<file path="config.mk">
export PLATFORM = sky130hd
export DESIGN_NAME = usart_tx_fifo
export DESIGN_NICKNAME = d
export VERILOG_FILES = /design/src/rtl/usart_tx_fifo.sv
export SDC_FILE = /design/constraint.sdc
export NUM_CORES = 1
export LEC_CHECK = 0
export BUFFER_PORTS_ARGS = -buffer_cell sky130_fd_sc_hd__clkbuf_2
export CORE_ASPECT_RATIO = 0.75
export CORE_MARGIN = 2
export CORE_UTILIZATION = 60
export CTS_CLUSTER_DIAMETER = 200
export DETAILED_ROUTE_END_ITERATION = 7
export GPL_ROUTABILITY_DRIVEN = 0
export HOLD_SLACK_MARGIN = 0.12
export PLACE_DENSITY_LB_ADDON = 0.25
export SLEW_MARGIN = 20
export SYNTH_ARGS = -nofsm -noshare
export SYNTH_HDL_FRONTEND = slang
export SYNTH_SLANG_ARGS = --single-unit
</file>
<file path="constraint.sdc">
create_clock -name clock -period 4.5 [get_ports clock]
set_clock_uncertainty 0.15 [all_clocks]
set_input_delay 0.675 -clock clock [delete_from_list [all_inputs] [get_ports clock]]
set_output_delay 0.675 -clock clock [all_outputs]
set_load 0.05 [all_outputs]
</file>
<file path="src/rtl/usart_tx_fifo.sv">
// usart_tx_fifo
//  UART transmitter with a small input FIFO. Words enter through a
//  valid/ready handshake, wait in the FIFO and go out as frames:
//  start bit (0), DATA_BITS data bits LSB first, optional parity bit, then
//  STOP_BITS stop bits (1). The line idles high. When a word is waiting at
//  the end of a frame, the next frame starts with no idle gap.
//
//  Optional feature: define USART_TX_PARITY_EN to add the parity_odd input
//  and a parity bit after the data bits (even parity when parity_odd=0).
//
//  Handshake: a word is taken on a rising edge where tx_valid && tx_ready.
//  tx_ready is high whenever the FIFO is not full and does not depend on
//  tx_valid. A word offered while tx_ready is low is dropped.
//
//  Ports
//   clock        system clock, rising edge
//   reset        synchronous, active-low; aborts any frame, flushes the FIFO
//   prescaler    bit period = prescaler+1 clocks, latched at frame start
//   tx_data      word to send
//   tx_valid     tx_data valid this cycle
//   parity_odd   (USART_TX_PARITY_EN only) odd parity select, latched at frame start
//   tx_ready     FIFO can accept a word
//   tx_pin       serial line (registered)
//   busy         high from start bit through the last stop clock
//   frame_done   1-cycle pulse in the last clock of the final stop bit
//   fifo_count   words currently queued
//   debug_state  current FSM state encoding
module usart_tx_fifo #(
    parameter int DATA_BITS  = 8,
    parameter int STOP_BITS  = 1,
    parameter int PRESC_W    = 16,
    parameter int FIFO_DEPTH = 4
) (
    input  logic                        clock,
    input  logic                        reset,
    input  logic [PRESC_W-1:0]          prescaler,
    input  logic [DATA_BITS-1:0]        tx_data,
    input  logic                        tx_valid,
`ifdef USART_TX_PARITY_EN
    input  logic                        parity_odd,
`endif
    output logic                        tx_ready,
    output logic                        tx_pin,
    output logic                        busy,
    output logic                        frame_done,
    output logic [$clog2(FIFO_DEPTH):0] fifo_count,
    output logic [2:0]                  debug_state
);

    localparam int PTR_W = $clog2(FIFO_DEPTH);

    localparam logic [PTR_W:0]   FULL_CNT  = (PTR_W+1)'(FIFO_DEPTH);
    localparam logic [PTR_W:0]   CNT_ONE   = (PTR_W+1)'(1);
    localparam logic [PTR_W-1:0] PTR_ONE   = PTR_W'(1);
    localparam logic [PRESC_W-1:0] BAUD_ONE = PRESC_W'(1);
    localparam logic [3:0]       LAST_BIT  = 4'(DATA_BITS - 1);
    localparam logic             LAST_STOP = 1'(STOP_BITS - 1);

    typedef enum logic [2:0] {
        S_IDLE   = 3'd0,
        S_START  = 3'd1,
        S_DATA   = 3'd2,
        S_STOP   = 3'd3
`ifdef USART_TX_PARITY_EN
        ,
        S_PARITY = 3'd4
`endif
    } state_t;

    // ------------------------------------------------------------------
    // FIFO
    // ------------------------------------------------------------------
    logic [DATA_BITS-1:0] mem [FIFO_DEPTH];
    logic [PTR_W-1:0]     wr_ptr;
    logic [PTR_W-1:0]     rd_ptr;
    logic [PTR_W:0]       count_q;
    logic                 push;
    logic                 pop;
    logic                 fifo_empty;
    logic [DATA_BITS-1:0] head;

    assign tx_ready   = (count_q != FULL_CNT);
    assign push       = tx_valid && tx_ready;
    assign fifo_empty = (count_q == '0);
    assign head       = mem[rd_ptr];
    assign fifo_count = count_q;

    // Storage needs no reset: the pointers and count define what is valid.
    always_ff @(posedge clock) begin
        if (push) begin
            mem[wr_ptr] <= tx_data;
        end
    end

    // Pointers wrap naturally because FIFO_DEPTH is a power of two.
    always_ff @(posedge clock) begin
        if (!reset) begin
            wr_ptr  <= '0;
            rd_ptr  <= '0;
            count_q <= '0;
        end else begin
            if (push) wr_ptr <= wr_ptr + PTR_ONE;
            if (pop)  rd_ptr <= rd_ptr + PTR_ONE;
            if (push && !pop)      count_q <= count_q + CNT_ONE;
            else if (pop && !push) count_q <= count_q - CNT_ONE;
        end
    end

    // ------------------------------------------------------------------
    // Transmit FSM
    // ------------------------------------------------------------------
    state_t               state_q, state_d;
    logic [DATA_BITS-1:0] shift_q, shift_d;
    logic [PRESC_W-1:0]   presc_q, presc_d;
    logic [PRESC_W-1:0]   baud_q, baud_d;
    logic [3:0]           bit_q, bit_d;
    logic                 stop_q, stop_d;
    logic                 tx_q, line_d;
    logic                 tick;
    logic                 done;
`ifdef USART_TX_PARITY_EN
    logic                 parity_q, parity_d;
`endif

    assign tick = (baud_q == presc_q);

    always_ff @(posedge clock) begin
        if (!reset) begin
            state_q  <= S_IDLE;
            shift_q  <= '0;
            presc_q  <= '0;
            baud_q   <= '0;
            bit_q    <= '0;
            stop_q   <= 1'b0;
            tx_q     <= 1'b1;
`ifdef USART_TX_PARITY_EN
            parity_q <= 1'b0;
`endif
        end else begin
            state_q  <= state_d;
            shift_q  <= shift_d;
            presc_q  <= presc_d;
            baud_q   <= baud_d;
            bit_q    <= bit_d;
            stop_q   <= stop_d;
            tx_q     <= line_d;
`ifdef USART_TX_PARITY_EN
            parity_q <= parity_d;
`endif
        end
    end

    always_comb begin
        state_d  = state_q;
        shift_d  = shift_q;
        presc_d  = presc_q;
        baud_d   = tick ? '0 : baud_q + BAUD_ONE;
        bit_d    = bit_q;
        stop_d   = stop_q;
        pop      = 1'b0;
        done     = 1'b0;
        line_d   = 1'b1;
`ifdef USART_TX_PARITY_EN
        parity_d = parity_q;
`endif

        case (state_q)
            S_IDLE: begin
                baud_d = '0;
                if (!fifo_empty) begin
                    pop      = 1'b1;
                    state_d  = S_START;
                    shift_d  = head;
                    presc_d  = prescaler;
`ifdef USART_TX_PARITY_EN
                    parity_d = (^head) ^ parity_odd;
`endif
                end
            end
            S_START: begin
                if (tick) begin
                    state_d = S_DATA;
                    bit_d   = '0;
                end
            end
            S_DATA: begin
                if (tick) begin
                    shift_d = shift_q >> 1;
                    if (bit_q == LAST_BIT) begin
`ifdef USART_TX_PARITY_EN
                        state_d = S_PARITY;
`else
                        state_d = S_STOP;
`endif
                        stop_d  = 1'b0;
                    end else begin
                        bit_d = bit_q + 4'd1;
                    end
                end
            end
`ifdef USART_TX_PARITY_EN
            S_PARITY: begin
                if (tick) begin
                    state_d = S_STOP;
                    stop_d  = 1'b0;
                end
            end
`endif
            S_STOP: begin
                if (tick) begin
                    if (stop_q == LAST_STOP) begin
                        done = 1'b1;
                        // Chain straight into the next frame when a word waits.
                        if (!fifo_empty) begin
                            pop      = 1'b1;
                            state_d  = S_START;
                            shift_d  = head;
                            presc_d  = prescaler;
                            baud_d   = '0;
`ifdef USART_TX_PARITY_EN
                            parity_d = (^head) ^ parity_odd;
`endif
                        end else begin
                            state_d = S_IDLE;
                        end
                    end else begin
                        stop_d = 1'b1;
                    end
                end
            end
            default: begin
                state_d = S_IDLE;
            end
        endcase

        // Registered line: value for the state being entered at this edge.
        case (state_d)
            S_START:  line_d = 1'b0;
            S_DATA:   line_d = shift_d[0];
`ifdef USART_TX_PARITY_EN
            S_PARITY: line_d = parity_d;
`endif
            default:  line_d = 1'b1;
        endcase
    end

    assign tx_pin      = tx_q;
    assign busy        = (state_q != S_IDLE);
    assign frame_done  = done;
    assign debug_state = state_q;

endmodule
</file>
==> impl_metrics.py <==
metrics = {
    "yosys": {
        "syn-num-nets": 376,
        "synth_cells": 341,
        "synthArstFlopShare": 0,
        "yosysWarnings": 0,
        "synth.avg_cell_area_um2": 11.5,
        "ys.flop_type": "dfxtp_1",
        "yosysSeqAreaShare": 0.536,
        "yosys_register_bits": 89,
        "synth_edf_count": 32,
        "synth_area_um2": 3920,
        "yosysUniqueCellTypes": 46,
    },
    "detailed_routing": {
        "via_count": 2528,
        "firstDrtPassIters": 4,
        "ant_nets": 0,
        "wl_per_cell_um": 15.4,
        "via_per_inst": 5.51,
        "finalWirelength_um": 7070,
        "drtIter0Drc": 131,
        "drcViolationCount": 0,
    },
    "final_layout": {
        "drive_gt1_frac": 0.180,
        "diodes": 0,
        "seq_area_um2": 2100,
        "utilization": 0.682,
        "multi_input_area_um2": 1670,
        "fin_nets": 408,
        "area_growth_pct": 9.86,
        "design_area_um2": 4310,
        "fillers": 518,
    },
    "clock_network": {
        "postCtsSetupBuffers": 0,
        "cts_tree": "built",
        "clk_latency_ps": 350,
        "clock-sinks": 89,
        "ctsResizeCount": 0,
        "path_clk_slew_ps": 90,
        "cts_made_buffers": 9,
        "h-tree-depth": 3,
        "clk_root_buffer_cell": "clkbuf_8",
        "cts_hold_buffers": 0,
        "cts_buffer_depth": 2,
    },
    "worst_hold_path": {
        "worstHoldStart": "rd_ptr[1]",
        "worst_hold_path_type": "flip-flop to flip-flop",
    },
    "global_routing": {
        "grt_overflow": 0,
        "grt_start_max_net_pins": 39,
        "grt_pass1_vias": 2393,
        "grt_pass1_wl_um": 11600,
        "antenna_found_initial": 0,
        "grt_usage": 0.209,
    },
    "critical_path": {
        "startpoint_type": "flip-flop",
        "cp.required_ps": 3670,
        "crit_path_end": "frame_done",
        "worstPathMaxFanout": 12,
        "r2r-end": "fifo_count[2]",
        "crit_arrival_ps": 2220,
        "worstReg2RegStart": "baud_q[0]",
        "startpoint": "baud_q[0]",
        "reg2regPathDepth": 13,
        "crit_type": "flip-flop to output pin",
        "critPathCaptureType": "output pin",
        "reg2reg_slack_ps": 1690,
    },
    "sta": {
        "rsz0062_at_grt": "false",
        "finalHoldViolCount": 0,
        "setup_viol": 0,
        "worst_pin_slew_ps": 678,
        "fmax_ghz": 0.329,
        "min_period_ps": 3040,
        "finalCritPeriodShare": 0.676,
        "setup_tns_ps": 0,
        "slew_violations": 0,
        "relSlewSlack": 0.547,
    },
    "pwr": {
        "p_clk_frac": 0.227,
        "peakVddDrop_mv": 0.291,
        "p_sw_frac": 0.345,
        "netSwitchingPower_uw": 813,
        "cellLeakagePower_uw": 0.00156,
        "intPower_uw": 1540,
        "powerDensity_nw_per_um2": 547,
        "p_comb_frac": 0.316,
        "power_frac_seq": 0.457,
    },
    "floorplanning": {
        "die_h_um": 74,
        "io_pins": 37,
        "die_area_um2": 7200,
        "core_um2": 6320,
        "die_x_um": 97.3,
        "rows": 25,
        "floorplan.initialDensity": 0.620,
    },
    "flow_run": {
        "drv_cap": 0,
    },
    "placed_design": {
        "placed_cell_area_um2": 4110,
        "hpwl_um": 5050,
        "port_buffers": 36,
    },
    "run_status": {
        "status": "complete, no violations",
    },
}
-- per-stage QoR --
stage	worst slack, ps	power [uW]	hold WS (ps)	cells
after global placement	1750	1810	320	443
after global routing	1310	2490	367	459
final	1460	2360	343	459
after CTS	1450	2370	352	459
after floorplan	1510	1690	299	341
after detailed placement	1700	1840	341	443
-- worst min path at each step --
stage / to / slack [ps] / depth (start not counted)
after CTS: flip-flop / 350 / 2
final: flip-flop / 340 / 2
after detailed placement: rd_ptr[1] / 340 / 2
after floorplan: flip-flop / 300 / 2
after global placement: rd_ptr[1] / 320 / 2
after global routing: mem[1][0] / 370 / 1
-- placed cells by master, fill, tap and decap left out, drive strengths merged, types with 7 or more instances in the layout --
cell type / count
dfxtp: 57
clkbuf: 46
edfxtp: 32
nor2: 29
mux2i: 22
xnor2: 21
nor2b: 18
nand2: 16
xor2: 13
inv: 12
nand3: 11
and2: 9
nand4: 9
a21oi: 9
mux4: 8
ha: 7
-- power groups by stage --
stage	Clock (uW)	Combinational, uW	Sequential (uW)
2_1_floorplan	0	587	1100
3_3_place_gp	0	723	1090
3_5_place_dp	0	743	1100
4_1_cts	546	746	1080
5_1_grt	579	817	1100
6_report	535	743	1080
-- worst max-delay path: stages, from the launching register on --
cell and delay (ps):
dfxtp_1 470, xnor2_1 160, nand4_1 160, nor4_2 240, buf_4 220, nand3_1 130, nor2_1 190, clkbuf_2 310
-- logic make-up (layout without fill, tap and decap cells) --
group                      Yosys count  in the layout  share of synthesized area
and+or+nand+nor                    120            120                      0.161
adders and majority gates            8              8                     0.0274
xor gates and xnor gates            34             34                     0.0798
muxes                               31             31                      0.105
other                                1              1                   0.000957
AOI/OAI and AO/OA                   30             30                     0.0520
DFF                                 89             89                      0.536
buffers and inverters               28             65                     0.0373
-- synthesized netlist by cell type (2+ instances only) --
library cell,count,share of area
dfxtp_1,57,0.29
inv_1,11,0.011
nand2b_1,6,0.0096
and2_1,9,0.014
nand2_1,16,0.015
o21ai_0,5,0.0064
or3_1,4,0.0064
o221ai_1,5,0.011
nand3_1,11,0.014
clkbuf_1,9,0.0086
a21oi_1,8,0.010
nor2_1,29,0.028
nor2b_1,18,0.029
and3_1,6,0.0096
mux2i_1,22,0.056
buf_6,3,0.0086
ha_1,7,0.022
nand4_1,9,0.014
xor2_1,12,0.027
a21boi_1,2,0.0038
mux4_2,8,0.046
or2_2,2,0.0032
nor3_1,4,0.0051
buf_2,3,0.0038
edfxtp_1,32,0.25
xnor2_1,20,0.045
nand3b_1,4,0.0077
-- routing by layer --
metal	global-route usage	share of wire	vias up
met5	0	0	-
met4	0.0571	0.013	0
met3	0.0695	0.053	8
met2	0.299	0.41	71
met1	0.310	0.52	1201
li1	-	-	1248
-- state kept, by name, summed over array words and instances, names as in the netlist, named ones only --
signal and count:
mem 32, baud_q 16, presc_q 16, shift_q 8, bit_q 4, debug_state 3, fifo_count 3, rd_ptr 2
wr_ptr 2, tx_pin 1
-- cell type report --
type	count	share of cell area
clock buffer	10	0.0296
multi-input combinational	224	0.388
clock inverter	6	0.0157
timing repair buffer	38	0.0453
inverter	11	0.00959
sequential	89	0.488
tap	81	0.0235
(Power assumes the default switching activity.)
